**config.mk**
```make
export PLATFORM = sky130hd
export DESIGN_NAME = mem_bus_arbiter
export DESIGN_NICKNAME = d
export VERILOG_FILES = /design/src/rtl/codes.sv /design/src/rtl/mem_bus_arbiter.sv
export SDC_FILE = /design/constraint.sdc
export NUM_CORES = 1
export LEC_CHECK = 0
export ABC_CLOCK_PERIOD_IN_PS = 1800
export CAP_MARGIN = 20
export CORE_ASPECT_RATIO = 0.75
export CORE_UTILIZATION = 40
export CTS_CLUSTER_DIAMETER = 200
export DETAILED_ROUTE_END_ITERATION = 16
export HOLD_SLACK_MARGIN = 0.03
export PLACE_DENSITY = 0.79
export SYNTH_ARGS = -nofsm -noshare
export SYNTH_HDL_FRONTEND = slang
export SYNTH_SLANG_ARGS = --single-unit
```
**constraint.sdc**
```tcl
create_clock -name clk -period 1.8 [get_ports clk]
set_input_delay 0.45 -clock clk [delete_from_list [all_inputs] [get_ports clk]]
set_output_delay 0.45 -clock clk [all_outputs]
set_load 0.02 [all_outputs]
```
**src/rtl/codes.sv**
```systemverilog
// rtl/codes.sv - shared bus-arbiter state type, word byte-enable constant and endian swap helper
package codes;

    typedef enum logic [1:0] {
        IDLE      = 2'd0,
        BUS_FETCH = 2'd1,
        BUS_DATA  = 2'd2,
        RESP      = 2'd3
    } bus_state_t;

    localparam logic [3:0] BYTEEN_WORD = 4'b1111;

    // Bus lanes are little-endian, CPU words big-endian: reverse the four bytes.
    function automatic logic [31:0] swap_endian(input logic [31:0] word);
        return {word[7:0], word[15:8], word[23:16], word[31:24]};
    endfunction

endpackage

```
**src/rtl/mem_bus_arbiter.sv**
```systemverilog
// rtl/mem_bus_arbiter.sv - shares one Avalon-MM master between instruction fetch and data access
module mem_bus_arbiter
    import codes::*;
#(
    parameter int unsigned TIMEOUT_CYCLES = 0
) (
    input  logic        clk,
    input  logic        reset,

    input  logic        fetch_req_i,
    input  logic [31:0] fetch_addr_i,
    output logic        fetch_done_o,
    output logic [31:0] fetch_data_o,

    input  logic        data_req_i,
    input  logic        data_we_i,
    input  logic [31:0] data_addr_i,
    input  logic [31:0] data_wdata_i,
    input  logic [3:0]  data_be_i,
    output logic        data_done_o,
    output logic [31:0] data_rdata_o,

    output logic        stall_o,
    output logic        timeout_o,

    output logic [31:0] address,
    output logic        read,
    output logic        write,
    input  logic        waitrequest,
    output logic [31:0] writedata,
    output logic [3:0]  byteenable,
    input  logic [31:0] readdata
);

    localparam logic [31:0] TIMEOUT_LIMIT = TIMEOUT_CYCLES;

    bus_state_t  state, state_d;
    logic        hold_we, hold_we_d;
    logic [31:0] wait_cnt, wait_cnt_d;

    logic [31:0] address_d;
    logic        read_d, write_d;
    logic [31:0] writedata_d;
    logic [3:0]  byteenable_d;
    logic        fetch_done_d, data_done_d;
    logic [31:0] fetch_data_d, data_rdata_d;
    logic        timeout_d;
    logic        bus_active;

    // Word addressing only; the low address bits never reach the bus.
    logic unused_addr_bits;
    assign unused_addr_bits = ^{fetch_addr_i[1:0], data_addr_i[1:0]};

    assign bus_active = (state == BUS_FETCH) || (state == BUS_DATA);
    assign stall_o    = (fetch_req_i | data_req_i) & ~(fetch_done_o | data_done_o);

    always_comb begin
        state_d      = state;
        hold_we_d    = hold_we;
        wait_cnt_d   = wait_cnt;
        address_d    = address;
        read_d       = read;
        write_d      = write;
        writedata_d  = writedata;
        byteenable_d = byteenable;
        fetch_done_d = 1'b0;
        data_done_d  = 1'b0;
        fetch_data_d = fetch_data_o;
        data_rdata_d = data_rdata_o;
        timeout_d    = timeout_o;

        case (state)
            IDLE: begin
                if (data_req_i) begin
                    state_d      = BUS_DATA;
                    hold_we_d    = data_we_i;
                    address_d    = {data_addr_i[31:2], 2'b00};
                    read_d       = ~data_we_i;
                    write_d      = data_we_i;
                    writedata_d  = swap_endian(data_wdata_i);
                    byteenable_d = data_be_i;
                end else if (fetch_req_i) begin
                    state_d      = BUS_FETCH;
                    hold_we_d    = 1'b0;
                    address_d    = {fetch_addr_i[31:2], 2'b00};
                    read_d       = 1'b1;
                    write_d      = 1'b0;
                    byteenable_d = BYTEEN_WORD;
                end
            end
            BUS_FETCH: begin
                if (!waitrequest) begin
                    state_d      = RESP;
                    read_d       = 1'b0;
                    fetch_done_d = 1'b1;
                    fetch_data_d = swap_endian(readdata);
                end
            end
            BUS_DATA: begin
                if (!waitrequest) begin
                    state_d     = RESP;
                    read_d      = 1'b0;
                    write_d     = 1'b0;
                    data_done_d = 1'b1;
                    if (!hold_we) begin
                        data_rdata_d = swap_endian(readdata);
                    end
                end
            end
            RESP: begin
                state_d = IDLE;
            end
            default: begin
                state_d = IDLE;
                read_d  = 1'b0;
                write_d = 1'b0;
            end
        endcase

        // Saturating stall counter; the flag is sticky so saturation never matters.
        if (bus_active && waitrequest) begin
            if (wait_cnt != 32'hFFFF_FFFF) begin
                wait_cnt_d = wait_cnt + 32'd1;
            end
        end else begin
            wait_cnt_d = 32'd0;
        end

        if ((TIMEOUT_CYCLES != 0) && (wait_cnt_d == TIMEOUT_LIMIT)) begin
            timeout_d = 1'b1;
        end
    end

    always_ff @(posedge clk) begin
        if (reset) begin
            state        <= IDLE;
            hold_we      <= 1'b0;
            wait_cnt     <= 32'd0;
            address      <= 32'd0;
            read         <= 1'b0;
            write        <= 1'b0;
            writedata    <= 32'd0;
            byteenable   <= 4'd0;
            fetch_done_o <= 1'b0;
            data_done_o  <= 1'b0;
            fetch_data_o <= 32'd0;
            data_rdata_o <= 32'd0;
            timeout_o    <= 1'b0;
        end else begin
            state        <= state_d;
            hold_we      <= hold_we_d;
            wait_cnt     <= wait_cnt_d;
            address      <= address_d;
            read         <= read_d;
            write        <= write_d;
            writedata    <= writedata_d;
            byteenable   <= byteenable_d;
            fetch_done_o <= fetch_done_d;
            data_done_o  <= data_done_d;
            fetch_data_o <= fetch_data_d;
            data_rdata_o <= data_rdata_d;
            timeout_o    <= timeout_d;
        end
    end

endmodule

```
======== Yosys cells after proc, flatten, opt, wreduce, memory -nomap -nowiden ========
Cells that the tools add are included.
word-level totals
  register bits ........................... 139
  bits of input ports ..................... 138
  output and inout port bits .............. 138
  logic and storage cells ................. 56
cells by class
  eq/ne operators ......................... 6
  mux-type cells .......................... 16
  bitwise operators ....................... 9
  reductions and logical operators ........ 14
operator list
  cell                                                             number
  32-bit two-way mux                                               2
  3-bit AND reduction                                              3
  4-bit two-way mux                                                2
  2-bit AND reduction                                              4
  1-bit two-way mux                                                6
  2-bit two-way mux                                                3
  1-bit inverter                                                   6
  2-bit one-hot mux with 3 select lines                            1
  2-bit nonzero test                                               3
  2-bit OR reduction                                               3
  2-bit == test, second input constant                             2
  2-bit inequality test, second input constant                     2
  1-bit one-hot mux with 2 select lines                            2
  3-bit inequality test, second input constant                     1
  2-bit by 1-bit == test with 1-bit output, second input constant  1
  2-bit logical NOT                                                1
  1-bit OR                                                         2
  1-bit bitwise AND                                                1

======== Depth between registers and ports, before layout ========
  depth in word-level cells ............... 4
  mapped depth ............................ 7
  depth with buffers taken out ............ 5

======== Worst setup path after synthesis ========
No wires, ideal clock.
  path kind ............................... input-to-output
  start point ............................. input port data_req_i
  end point ............................... output port stall_o
  arrival ................................. 1.356 ns
  data required time ...................... 1.350 ns
  path slack .............................. -0.006 ns
  stages on the path ...................... 4
  buffers on the path ..................... 2
  cell sequence ........................... buf_4 -> buf_2 -> nor2_1 -> nor3_1
between the ends
  word-level cells in the longest chain between the ends .. 2
RTL lines
  what               line                   RTL
  start, declared    mem_bus_arbiter.sv:15  input logic data_req_i,
  1-bit OR           mem_bus_arbiter.sv:55  assign stall_o = (fetch_req_i | data_req_i) & ~(fetch_done_o | data_done_o);
  1-bit bitwise AND  mem_bus_arbiter.sv:55
  end, declared      mem_bus_arbiter.sv:23  output logic stall_o,
Every way passes these cells.

======== Worst setup path after layout ========
  start point ............................. input port fetch_req_i
  end point ............................... output port stall_o
between the ends
  word-level cells in the longest chain between the ends .. 2
RTL lines
  what               line                   RTL
  start, declared    mem_bus_arbiter.sv:10  input logic fetch_req_i,
  1-bit OR           mem_bus_arbiter.sv:55
  1-bit bitwise AND  mem_bus_arbiter.sv:55
Every way passes these cells.

==> impl_metrics.csv <==
group,metric,value,unit
timing,rsz0062_at_grt,"false",
synthesis,yosys.area_share.simple,0.183,
synthesis,synth_cell_types,27,
global_routing,grt_pass1_vias,4872,
synthesis,syn_area_per_cell,8.71,sq um
detailed_routing,drc,0,
layout,num-fill-cells,1064,
job,drv_cap,0,
power_and_ir_drop,leakage,0.00404,uW
global_routing,grt_pass1_wl,24.2,mm
setup_path,worst_setup_path_end_kind,"output pin",
power_and_ir_drop,power_density,1380,mW/mm^2
die,ios,276,
power_and_ir_drop,combPwrFrac,0.364,
detailed_routing,vias,5148,
status,status,"finished, final reports clean",
layout,mostFrequentLayoutCell,"nand2_1",
power_and_ir_drop,finalPower,12100,uW
clock_tree,postCtsSetupBuffers,0,
die,initial_utilization,0.410,
power_and_ir_drop,pwr-share-seq,0.329,
clock_tree,cts_tree,"yes",
detailed_routing,drt_iter0_drc,181,
synthesis,syn_area,0.00533,sq mm
clock_tree,clkTransAtPathRegs,0.06,ns
timing,final_hold_viol_count,0,
timing,whs,0.443,ns
synthesis,syn_inst,612,
synthesis,ys_seq_area_frac,0.514,
power_and_ir_drop,p_clk_frac,0.307,
detailed_routing,via_per_inst,4.90,
layout,stdcell_count,1051,
die,core-area,0.0130,sq mm
synthesis,ys_seq_elements,137,
power_and_ir_drop,switching_share,0.349,
power_and_ir_drop,p_switching,4210,uW
detailed_routing,dr.pass1.iters,4,
global_routing,grt_max_degree,56,
synthesis,synth_compound_area_frac,0.183,
setup_path,cp.arrival,1.29,ns
clock_tree,cts_made_buffers,17,
worst_hold_path,hp-class,"in2reg",
clock_tree,cts_htree_levels,4,
setup_path,path_cells,"clkdlybuf4s50_1, nor2_1, nor3_2, buf_2",
global_routing,gr-total-overflow,0,
detailed_routing,detail-route-antenna-nets,0,
synthesis,synth_mux_area_frac,0.0563,
clock_tree,worst_skew_pair.late_latency,0.40,ns
layout,nets,1011,
timing,finalClockSkew,0.00858,ns
layout,antenna_cells,0,
synthesis,synth_top_family_by_area,"simple AND/OR/NAND/NOR gates",
placement,dp_cells,1020,
die,row_count,36,
clock_tree,cts_buffer_depth,2,
detailed_routing,wirelength,15.8,mm
power_and_ir_drop,vdd_drop_max,0.000728,V
placement,dpl.hpwl,11.3,mm
clock_tree,cts-root-buf,"clkbuf_16",
setup_path,worstSetupPathType,"in2out",
layout,drive_gt1_frac,0.103,
setup_path,slowest_delay,0.51,ns
detailed_routing,routedWlPerCell,15.0,um
placement,gp_congestion,0.811,
setup_path,cp_max_fo,2,
power_and_ir_drop,p_int,7850,uW
setup_path,startpoint_type,"input pin",
placement,io_buffers,268,
setup_path,crit_slowest_cell,"clkdlybuf4s50_1",
clock_tree,cts_sinks,137,
timing,fmaxAchievable,0.574,GHz
timing,setup_viol,0,
die,die_w,135,um
layout,layout_common_cells,"nand2_1 (196), dfxtp_1 (137), clkdlybuf4s50_1 (131), dlygate4sd2_1 (118), a21oi_1 (99)",
die,die_area,0.0138,sq mm
global_routing,grt_use_total,0.225,
synthesis,ys.warnings.count,0,
die,die_y,102,um
timing,period_needed,1.74,ns
setup_path,worstPathRequired,1.35,ns
timing,slew_violations,0,
timing,final.period_utilization,0.968,
synthesis,synthAdderAreaFrac,0.0117,
global_routing,antenna_found_initial,0,
synthesis,synth-xor-area-share,0,
layout,syn_to_final_growth,64.4,%
synth_stat cells:
library cell | instances | area (sq um)
or4_1 | 1 | 7.51
or4b_1 | 1 | 10.0
nor3b_2 | 2 | 25.0
a311oi_1 | 1 | 8.76
nor3_1 | 1 | 5.00
nor2b_1 | 1 | 6.26
buf_4 | 10 | 75.1
buf_2 | 26 | 130
nand2b_1 | 4 | 25.0
o221a_2 | 4 | 45.0
dfxtp_1 | 137 | 2740
or3b_1 | 1 | 8.76
a2111o_1 | 1 | 11.3
inv_1 | 3 | 11.3
a211oi_2 | 30 | 375
nor3b_1 | 1 | 7.51
conb_1 | 1 | 3.75
and2_1 | 3 | 18.8
nand2_1 | 196 | 736
clkbuf_1 | 13 | 48.8
o31ai_1 | 3 | 22.5
o21a_1 | 2 | 15.0
nor2_1 | 34 | 128
ha_1 | 5 | 62.6
mux2i_1 | 30 | 300
a21oi_1 | 99 | 495
buf_1 | 2 | 7.51
layout make-up:
class,instances,area [sq um],area share
clock inverters,13,195,0.0223
flip-flops and latches,137,2740,0.313
multi-input cells,423,2340,0.267
clock buffers,18,439,0.0501
repair buffers,286,2820,0.322
well taps,171,214,0.0244
inverters,3,11.3,0.00128
kinds of logic after synthesis:
logic type	after synthesis
AO/OA/AOI/OAI	140
adder cells (fa/ha/maj)	5
buffers and inverters	54
flip-flops	137
multiplexers	30
other	1
AND/OR/NAND/NOR	245
state kept, by name (all words and copies together), names as in the netlist:
register and cells:
data_rdata_o 32, fetch_data_o 32, writedata 32, address 30, byteenable 4, state 2
data_done_o 1, fetch_done_o 1, hold_we 1, read 1, write 1
power by group through the flow:
| stage | logic (uW) | registers, uW | clock network (uW) |
|---|---|---|---|
| global route | 4740 | 4040 | 3930 |
| global placement | 4680 | 4010 | 0 |
| floorplan | 2010 | 4740 | 0 |
| finish | 4390 | 3970 | 3700 |
| CTS | 4450 | 3970 | 3770 |
| detailed placement | 4800 | 4050 | 0 |
path summary, 6_finish.rpt:
check	from	to	slack, ns	cells after the start
max	fetch_req_i	stall_o	0.06	4
min	reset	address[10]$_SDFFE_PP0P_	0.44	2
max reg2reg	state[0]$_SDFFE_PP0P_	write$_SDFFE_PP0P_	0.15	5
min reg2reg	fetch_data_o[28]$_SDFFE_PP0P_	fetch_data_o[28]$_SDFFE_PP0P_	0.45	2
what timing repair did:
action	CTS	global route
setup endpoints to repair	119	16
gates resized for setup	122	16
gates cloned	0	0
hold buffers	0	0
worst max-delay path: cells and delay by family:
family / cells / cell delay (ns)
buffers and inverters: 2 / 0.70
and+or+nand+nor: 2 / 0.15
stage by stage:
stage                     setup slack, ns   util  setup TNS [ns]  area [sq um]
final                              0.0568  0.673               0          8760
after global routing               0.0216  0.673               0          8760
after CTS                        0.000388  0.670               0          8720
after detailed placement           -0.400  0.633           -2.94          8240
after global placement             -0.392  0.633           -1.66          8240
after floorplan                     0.158      -               0          5350
per-layer routing:
metal  GRT usage  wire (um)
met5           0          0
met4      0.0804        289
met3      0.0749       1220
met2       0.385       7700
met1       0.265       6610
(Power assumes the default switching activity.)
